--- src/rtl/fetch_pkg.sv ---
// Shared types and constants for the instruction fetch stage.
package fetch_pkg;

    typedef enum logic [1:0] {
        FETCH      = 2'd0,
        WAIT_SPACE = 2'd1,
        DRAIN      = 2'd2
    } fetch_state_t;

    localparam int          INSTR_W          = 32;
    localparam int          ADDR_W           = 32;
    localparam logic [31:0] PC_STEP          = 32'd4;
    localparam logic [31:0] DEFAULT_RESET_PC = 32'h0000_0000;

    function automatic logic [ADDR_W-1:0] next_pc(input logic [ADDR_W-1:0] pc);
        return pc + PC_STEP;
    endfunction

endpackage

--- src/rtl/fetch_fifo.sv ---
// Small synchronous FIFO of {pc, instr} entries with flush and a registered head.
module fetch_fifo #(
    parameter int DATA_W = 64,
    parameter int DEPTH  = 2,
    parameter int CNT_W  = $clog2(DEPTH) + 1
) (
    input  logic              clk,
    input  logic              reset,
    input  logic              push,
    input  logic              pop,
    input  logic              flush,
    input  logic [DATA_W-1:0] wdata,
    output logic [CNT_W-1:0]  count,
    output logic              head_valid,
    output logic [DATA_W-1:0] head_data
);

    localparam int PTR_W = $clog2(DEPTH);

    logic [DATA_W-1:0] mem [DEPTH];
    logic [PTR_W-1:0]  rd_ptr;
    logic [PTR_W-1:0]  wr_ptr;
    logic [PTR_W-1:0]  rd_next;
    logic [CNT_W-1:0]  kept;
    logic [CNT_W-1:0]  count_next;

    assign kept       = count - CNT_W'(pop);
    assign count_next = kept + CNT_W'(push);
    assign rd_next    = rd_ptr + PTR_W'(pop);

    always_ff @(posedge clk) begin
        if (push && !flush) begin
            mem[wr_ptr] <= wdata;
        end
    end

    // Head register looks one edge ahead: a push into an empty (or emptying) FIFO lands directly in it.
    always_ff @(posedge clk or posedge reset) begin
        if (reset) begin
            rd_ptr     <= '0;
            wr_ptr     <= '0;
            count      <= '0;
            head_valid <= 1'b0;
            head_data  <= '0;
        end else if (flush) begin
            rd_ptr     <= '0;
            wr_ptr     <= '0;
            count      <= '0;
            head_valid <= 1'b0;
        end else begin
            rd_ptr     <= rd_next;
            wr_ptr     <= wr_ptr + PTR_W'(push);
            count      <= count_next;
            head_valid <= (count_next != '0);
            if (kept == '0) begin
                if (push) begin
                    head_data <= wdata;
                end
            end else begin
                head_data <= mem[rd_next];
            end
        end
    end

endmodule

--- src/rtl/fetch_unit.sv ---
// Instruction fetch stage: PC, imem req/ack, instruction buffer and redirect/flush.
// Optional macro FETCH_PERF_EN adds bubble and flush performance counters.
module fetch_unit
    import fetch_pkg::*;
#(
    parameter logic [31:0] RESET_PC   = DEFAULT_RESET_PC,
    parameter int          FIFO_DEPTH = 2
) (
    input  logic        clk,
    input  logic        reset,
    output logic        imem_req,
    output logic [31:0] imem_addr,
    input  logic        imem_ack,
    input  logic [31:0] imem_rdata,
    input  logic        redirect_valid,
    input  logic [31:0] redirect_pc,
    output logic        instr_valid,
    input  logic        instr_ready,
    output logic [31:0] instr,
    output logic [31:0] instr_pc
`ifdef FETCH_PERF_EN
    ,
    output logic [31:0] perf_bubbles,
    output logic [15:0] perf_flushes
`endif
);

    localparam int               CNT_W   = $clog2(FIFO_DEPTH) + 1;
    localparam int               ENTRY_W = ADDR_W + INSTR_W;
    localparam logic [CNT_W-1:0] DEPTH_C = CNT_W'(FIFO_DEPTH);

    fetch_state_t        state;
    logic [ADDR_W-1:0]   pc;
    logic [ADDR_W-1:0]   pc_inc;
    logic [ADDR_W-1:0]   redirect_target;
    logic                push;
    logic                pop;
    logic [CNT_W-1:0]    count;
    logic [CNT_W-1:0]    occ_kept;
    logic [CNT_W-1:0]    occ_next;
    logic [ENTRY_W-1:0]  head_data;

    assign pc_inc          = next_pc(pc);
    assign redirect_target = redirect_pc & 32'hFFFF_FFFC;
    assign push            = !redirect_valid && (state == FETCH) && imem_req && imem_ack;
    assign pop             = instr_valid && instr_ready;
    assign occ_kept        = count - CNT_W'(pop);
    assign occ_next        = occ_kept + CNT_W'(push);

    fetch_fifo #(
        .DATA_W (ENTRY_W),
        .DEPTH  (FIFO_DEPTH),
        .CNT_W  (CNT_W)
    ) u_fifo (
        .clk        (clk),
        .reset      (reset),
        .push       (push),
        .pop        (pop),
        .flush      (redirect_valid),
        .wdata      ({pc, imem_rdata}),
        .count      (count),
        .head_valid (instr_valid),
        .head_data  (head_data)
    );

    assign instr_pc = head_data[ENTRY_W-1:INSTR_W];
    assign instr    = head_data[INSTR_W-1:0];

    // imem_addr only diverges from pc while draining a request orphaned by a redirect.
    always_ff @(posedge clk or posedge reset) begin
        if (reset) begin
            state     <= FETCH;
            pc        <= RESET_PC;
            imem_req  <= 1'b0;
            imem_addr <= RESET_PC;
        end else if (redirect_valid) begin
            pc <= redirect_target;
            if (imem_req && !imem_ack) begin
                state <= DRAIN;
            end else begin
                state     <= FETCH;
                imem_req  <= 1'b1;
                imem_addr <= redirect_target;
            end
        end else begin
            unique case (state)
                FETCH: begin
                    if (!imem_req) begin
                        imem_req  <= 1'b1;
                        imem_addr <= pc;
                    end else if (imem_ack) begin
                        pc        <= pc_inc;
                        imem_addr <= pc_inc;
                        if (occ_next >= DEPTH_C) begin
                            state    <= WAIT_SPACE;
                            imem_req <= 1'b0;
                        end
                    end
                end
                WAIT_SPACE: begin
                    if (occ_kept < DEPTH_C) begin
                        state     <= FETCH;
                        imem_req  <= 1'b1;
                        imem_addr <= pc;
                    end
                end
                DRAIN: begin
                    if (imem_ack) begin
                        state     <= FETCH;
                        imem_addr <= pc;
                    end
                end
                default: begin
                    state    <= FETCH;
                    imem_req <= 1'b0;
                end
            endcase
        end
    end

`ifdef FETCH_PERF_EN
    always_ff @(posedge clk or posedge reset) begin
        if (reset) begin
            perf_bubbles <= '0;
            perf_flushes <= '0;
        end else begin
            if (instr_ready && !instr_valid && (perf_bubbles != 32'hFFFF_FFFF)) begin
                perf_bubbles <= perf_bubbles + 32'd1;
            end
            if (redirect_valid) begin
                perf_flushes <= perf_flushes + 16'd1;
            end
        end
    end
`endif

endmodule

--- config.mk ---
export PLATFORM = sky130hd
export DESIGN_NAME = fetch_unit
export DESIGN_NICKNAME = d
export VERILOG_FILES = /design/src/rtl/fetch_pkg.sv /design/src/rtl/fetch_fifo.sv /design/src/rtl/fetch_unit.sv
export SDC_FILE = /design/constraint.sdc
export NUM_CORES = 1
export LEC_CHECK = 0
export CAP_MARGIN = 10
export CORE_MARGIN = 4
export CORE_UTILIZATION = 55
export CTS_CLUSTER_DIAMETER = 120
export DETAILED_ROUTE_END_ITERATION = 6
export GPL_ROUTABILITY_DRIVEN = 0
export GPL_TIMING_DRIVEN = 0
export PLACE_DENSITY = 0.8
export SLEW_MARGIN = 40
export SYNTH_ARGS = -nofsm -noshare
export SYNTH_HDL_FRONTEND = slang
export SYNTH_SLANG_ARGS = --single-unit
--- constraint.sdc ---
create_clock -name clk -period 7.1 [get_ports clk]
set_input_delay 1.42 -clock clk [delete_from_list [all_inputs] [get_ports clk]]
set_output_delay 1.42 -clock clk [all_outputs]
set_load 0.02 [all_outputs]
==> results.json <==
{
  "die_h_um": 154,
  "synth-seq-cells": 255,
  "antenna_left": 0,
  "htreeDepth": 1,
  "path_clk_slew_ns": 0.06,
  "root_buffer": "clkbuf_16",
  "timing.rr.end": "u_fifo.head_data[27]$_DFFE_PP0P_",
  "wl_per_cell_um": 20.5,
  "viasPerCell": 5.94,
  "dp_hpwl_um": 20400,
  "min_to": "u_fifo.mem[1][47]$_DFFE_PP_",
  "relSlewSlack_pct": 48.0,
  "cts-resized-gates": 0,
  "antenna_found_initial": 0,
  "async_flop_share_pct": 51.4,
  "cp-startpoint": "instr_ready",
  "synth-edff-count": 124,
  "fillerInstances": 1548,
  "std_cell_rows": 53,
  "hp-start": "pc[15]$_DFFE_PP0P_",
  "reg2reg_slack_ns": 4.24,
  "io-pin-count": 167,
  "grt_use_total_pct": 24.2,
  "rsz0062_at_grt": "false",
  "synthFlopType": "dfrtp_1",
  "p_leak_nw": 6.15,
  "critPathKind": "in -> reg",
  "cts_hold_buf": 0,
  "dr.pass1.iters": 6,
  "synth_cell_types": 66,
  "timing.max_cap.violations": 0,
  "clock.fmax_mhz": 259,
  "finalSetupViolations": 0,
  "yosysSeqAreaShare_pct": 59.9,
  "vias": 8560,
  "critPathLaunchType": "input pin",
  "fin_total_pwr_mw": 6.24,
  "yosysWarnings": 0,
  "fin_util_pct": 70.0,
  "hold_path_depth": 0,
  "drv_slew": 0,
  "p_per_area_nw_per_um2": 425,
  "hold_class": "reg -> reg",
  "arrival_ns": 4.28,
  "core_area_um2": 21000,
  "start_util_pct": 55.7,
  "placed_cell_area_um2": 13800,
  "dieWidth_um": 154,
  "vdd_drop_max_v": 0.000250,
  "post_cts_buffers": 0,
  "drc_errors": 0,
  "area_delta_synth_final_pct": 25.5,
  "endpoint_kind": "flip-flop",
  "antenna_cells": 0,
  "portBuffers": 162,
  "cts_buffers": 26,
  "dieArea_um2": 23600,
  "grt_overflow": 0,
  "cts_max_path_buffers": 3,
  "tightest_slew_ns": 0.780,
  "nets": 1223,
  "r2r_cells": 9,
  "r2r_start": "u_fifo.head_valid$_DFF_PP0_",
  "cp.required_ns": 7.51,
  "grt_max_degree": 75,
  "cts_tree": "built",
  "syn_area_um2": 11700,
  "final_area_um2": 14700,
  "syn_inst": 945,
  "clock_sinks": 255,
  "fin_crit_ns": 3.87,
  "cp_max_fo": 10,
  "wirelength_um": 29500,
  "drt_iter0_markers": 681,
  "grt_pass1_vias": 8567,
  "post-route-period-util_pct": 54.4,
  "avgSynthCellArea_um2": 12.4,
  "hold_viol": 0,
  "drive_above_1_share_pct": 10.8,
  "fin_worst_skew_ns": 0.0122,
  "outcome": "finished clean",
  "grt_pass1_wl_um": 46100,
  "insertion_delay_ns": 0.52
}
## worst max-delay path by stage
stage	endpoint	slack, ns	depth (start not counted)
2_1_floorplan	u_fifo.mem[0][0]$_DFFE_PP_	0.56	3
3_3_place_gp	u_fifo.mem[0][26]$_DFFE_PP_	-2.53	4
3_5_place_dp	u_fifo.head_data[45]$_DFFE_PP0P_	2.74	10
4_1_cts	u_fifo.head_data[27]$_DFFE_PP0P_	3.25	10
5_1_grt	u_fifo.head_data[27]$_DFFE_PP0P_	3.10	10
6_report	u_fifo.head_data[27]$_DFFE_PP0P_	3.23	10
## metrics by stage
stage	setup TNS (ns)	instances	hold WS, ns	worst slack, ns
floorplan	0	946	0.437	0.561
global placement	-156.64	1383	0.440	-2.53
detailed placement	0	1395	0.457	2.74
finish	0	1441	0.470	3.23
CTS	0	1441	0.471	3.25
global route	0	1441	0.477	3.10
## area by class of cell
class	count	area [µm²]	area share (%)
Buffer	72	357	2.43
Clock buffer	36	709	4.84
Clock inverter	10	175	1.19
Inverter	9	41.3	0.282
Multi-Input combinational cell	610	4300	29.3
Sequential cell	255	7000	47.7
Tap cell	275	344	2.35
Timing Repair Buffer	174	1740	11.8
## cell usage after synthesis, types with 10 or more instances
cell,count,share of area (%)
buf_4,12,0.77
nor2_1,97,3.1
a21o_1,62,4.0
a211oi_1,67,4.3
nand2_1,49,1.6
clkbuf_1,28,0.90
nand2b_1,10,0.54
a21oi_1,15,0.64
o21ai_0,23,0.99
xnor2_1,25,1.9
mux2_2,11,1.1
nand4_1,20,1.1
buf_2,26,1.1
dfrtp_1,131,28
nand3_1,20,0.86
xor2_1,25,1.9
mux2i_1,79,6.8
edfxtp_1,124,32
## worst max-delay path: stages
cell,delay (ns)
clkdlybuf4s50_1,0.45
and2_1,0.31
ha_1,0.24
xor2_1,0.33
or2_0,0.17
buf_2,0.27
buf_4,0.25
clkbuf_1,0.46
a211oi_1,0.17
a21o_1,0.19
## registers in the layout, indices dropped and copies added (netlist names)
signal and cells:
imem_addr 31, imem_req 1, pc 30, state 2, u_fifo.count 2, u_fifo.head_data 62, u_fifo.head_valid 1, u_fifo.mem 124
u_fifo.rd_ptr 1, u_fifo.wr_ptr 1
## power by group
group | internal (mW) | total [mW] | leakage [nW] | switching [mW]
clock network | 0.876 | 1.42 | 0.427 | 0.548
logic | 1.12 | 2.65 | 3.02 | 1.54
registers | 1.94 | 2.16 | 2.70 | 0.217
## routing by layer
metal / GRT usage, % / vias up / part of all wire [%]
met1: 34.2 / 4192 / 42
li1: - / 3879 / -
met5: 0 / - / 0
met3: 4.48 / 80 / 7.6
met4: 6.01 / 0 / 2.7
met2: 39.2 / 409 / 48
## logic make-up (layout without fill, tap and decap cells)
logic type | Yosys count | in the layout | synth area share [%]
compound gates | 203 | 203 | 12.4
xor+xnor | 51 | 51 | 3.99
fa+ha+maj | 6 | 6 | 0.643
buf+inv | 81 | 301 | 3.34
flops | 255 | 255 | 59.9
mux | 90 | 90 | 7.83
other cells | 1 | 2 | 0.0321
simple gates | 258 | 258 | 11.8
## cells in the final DEF (no fill, tap or decap), types with 6 or more instances in the layout
cell             count
clkdlybuf4s50_1    162
dfrtp_1            131
edfxtp_1           124
nor2_1              97
mux2i_1             79
a211oi_1            67
a21o_1              62
nand2_1             49
clkbuf_1            37
buf_2               29
clkbuf_16           27
xor2_1              25
xnor2_1             25
o21ai_0             23
nand3_1             20
nand4_1             20
buf_4               19
a21oi_1             15
mux2_2              11
nand2b_1            10
nor4_1               8
inv_1                7
and3_1               7
o31ai_1              6
ha_1                 6
Note: power is estimated with default switching activity, not from simulation.
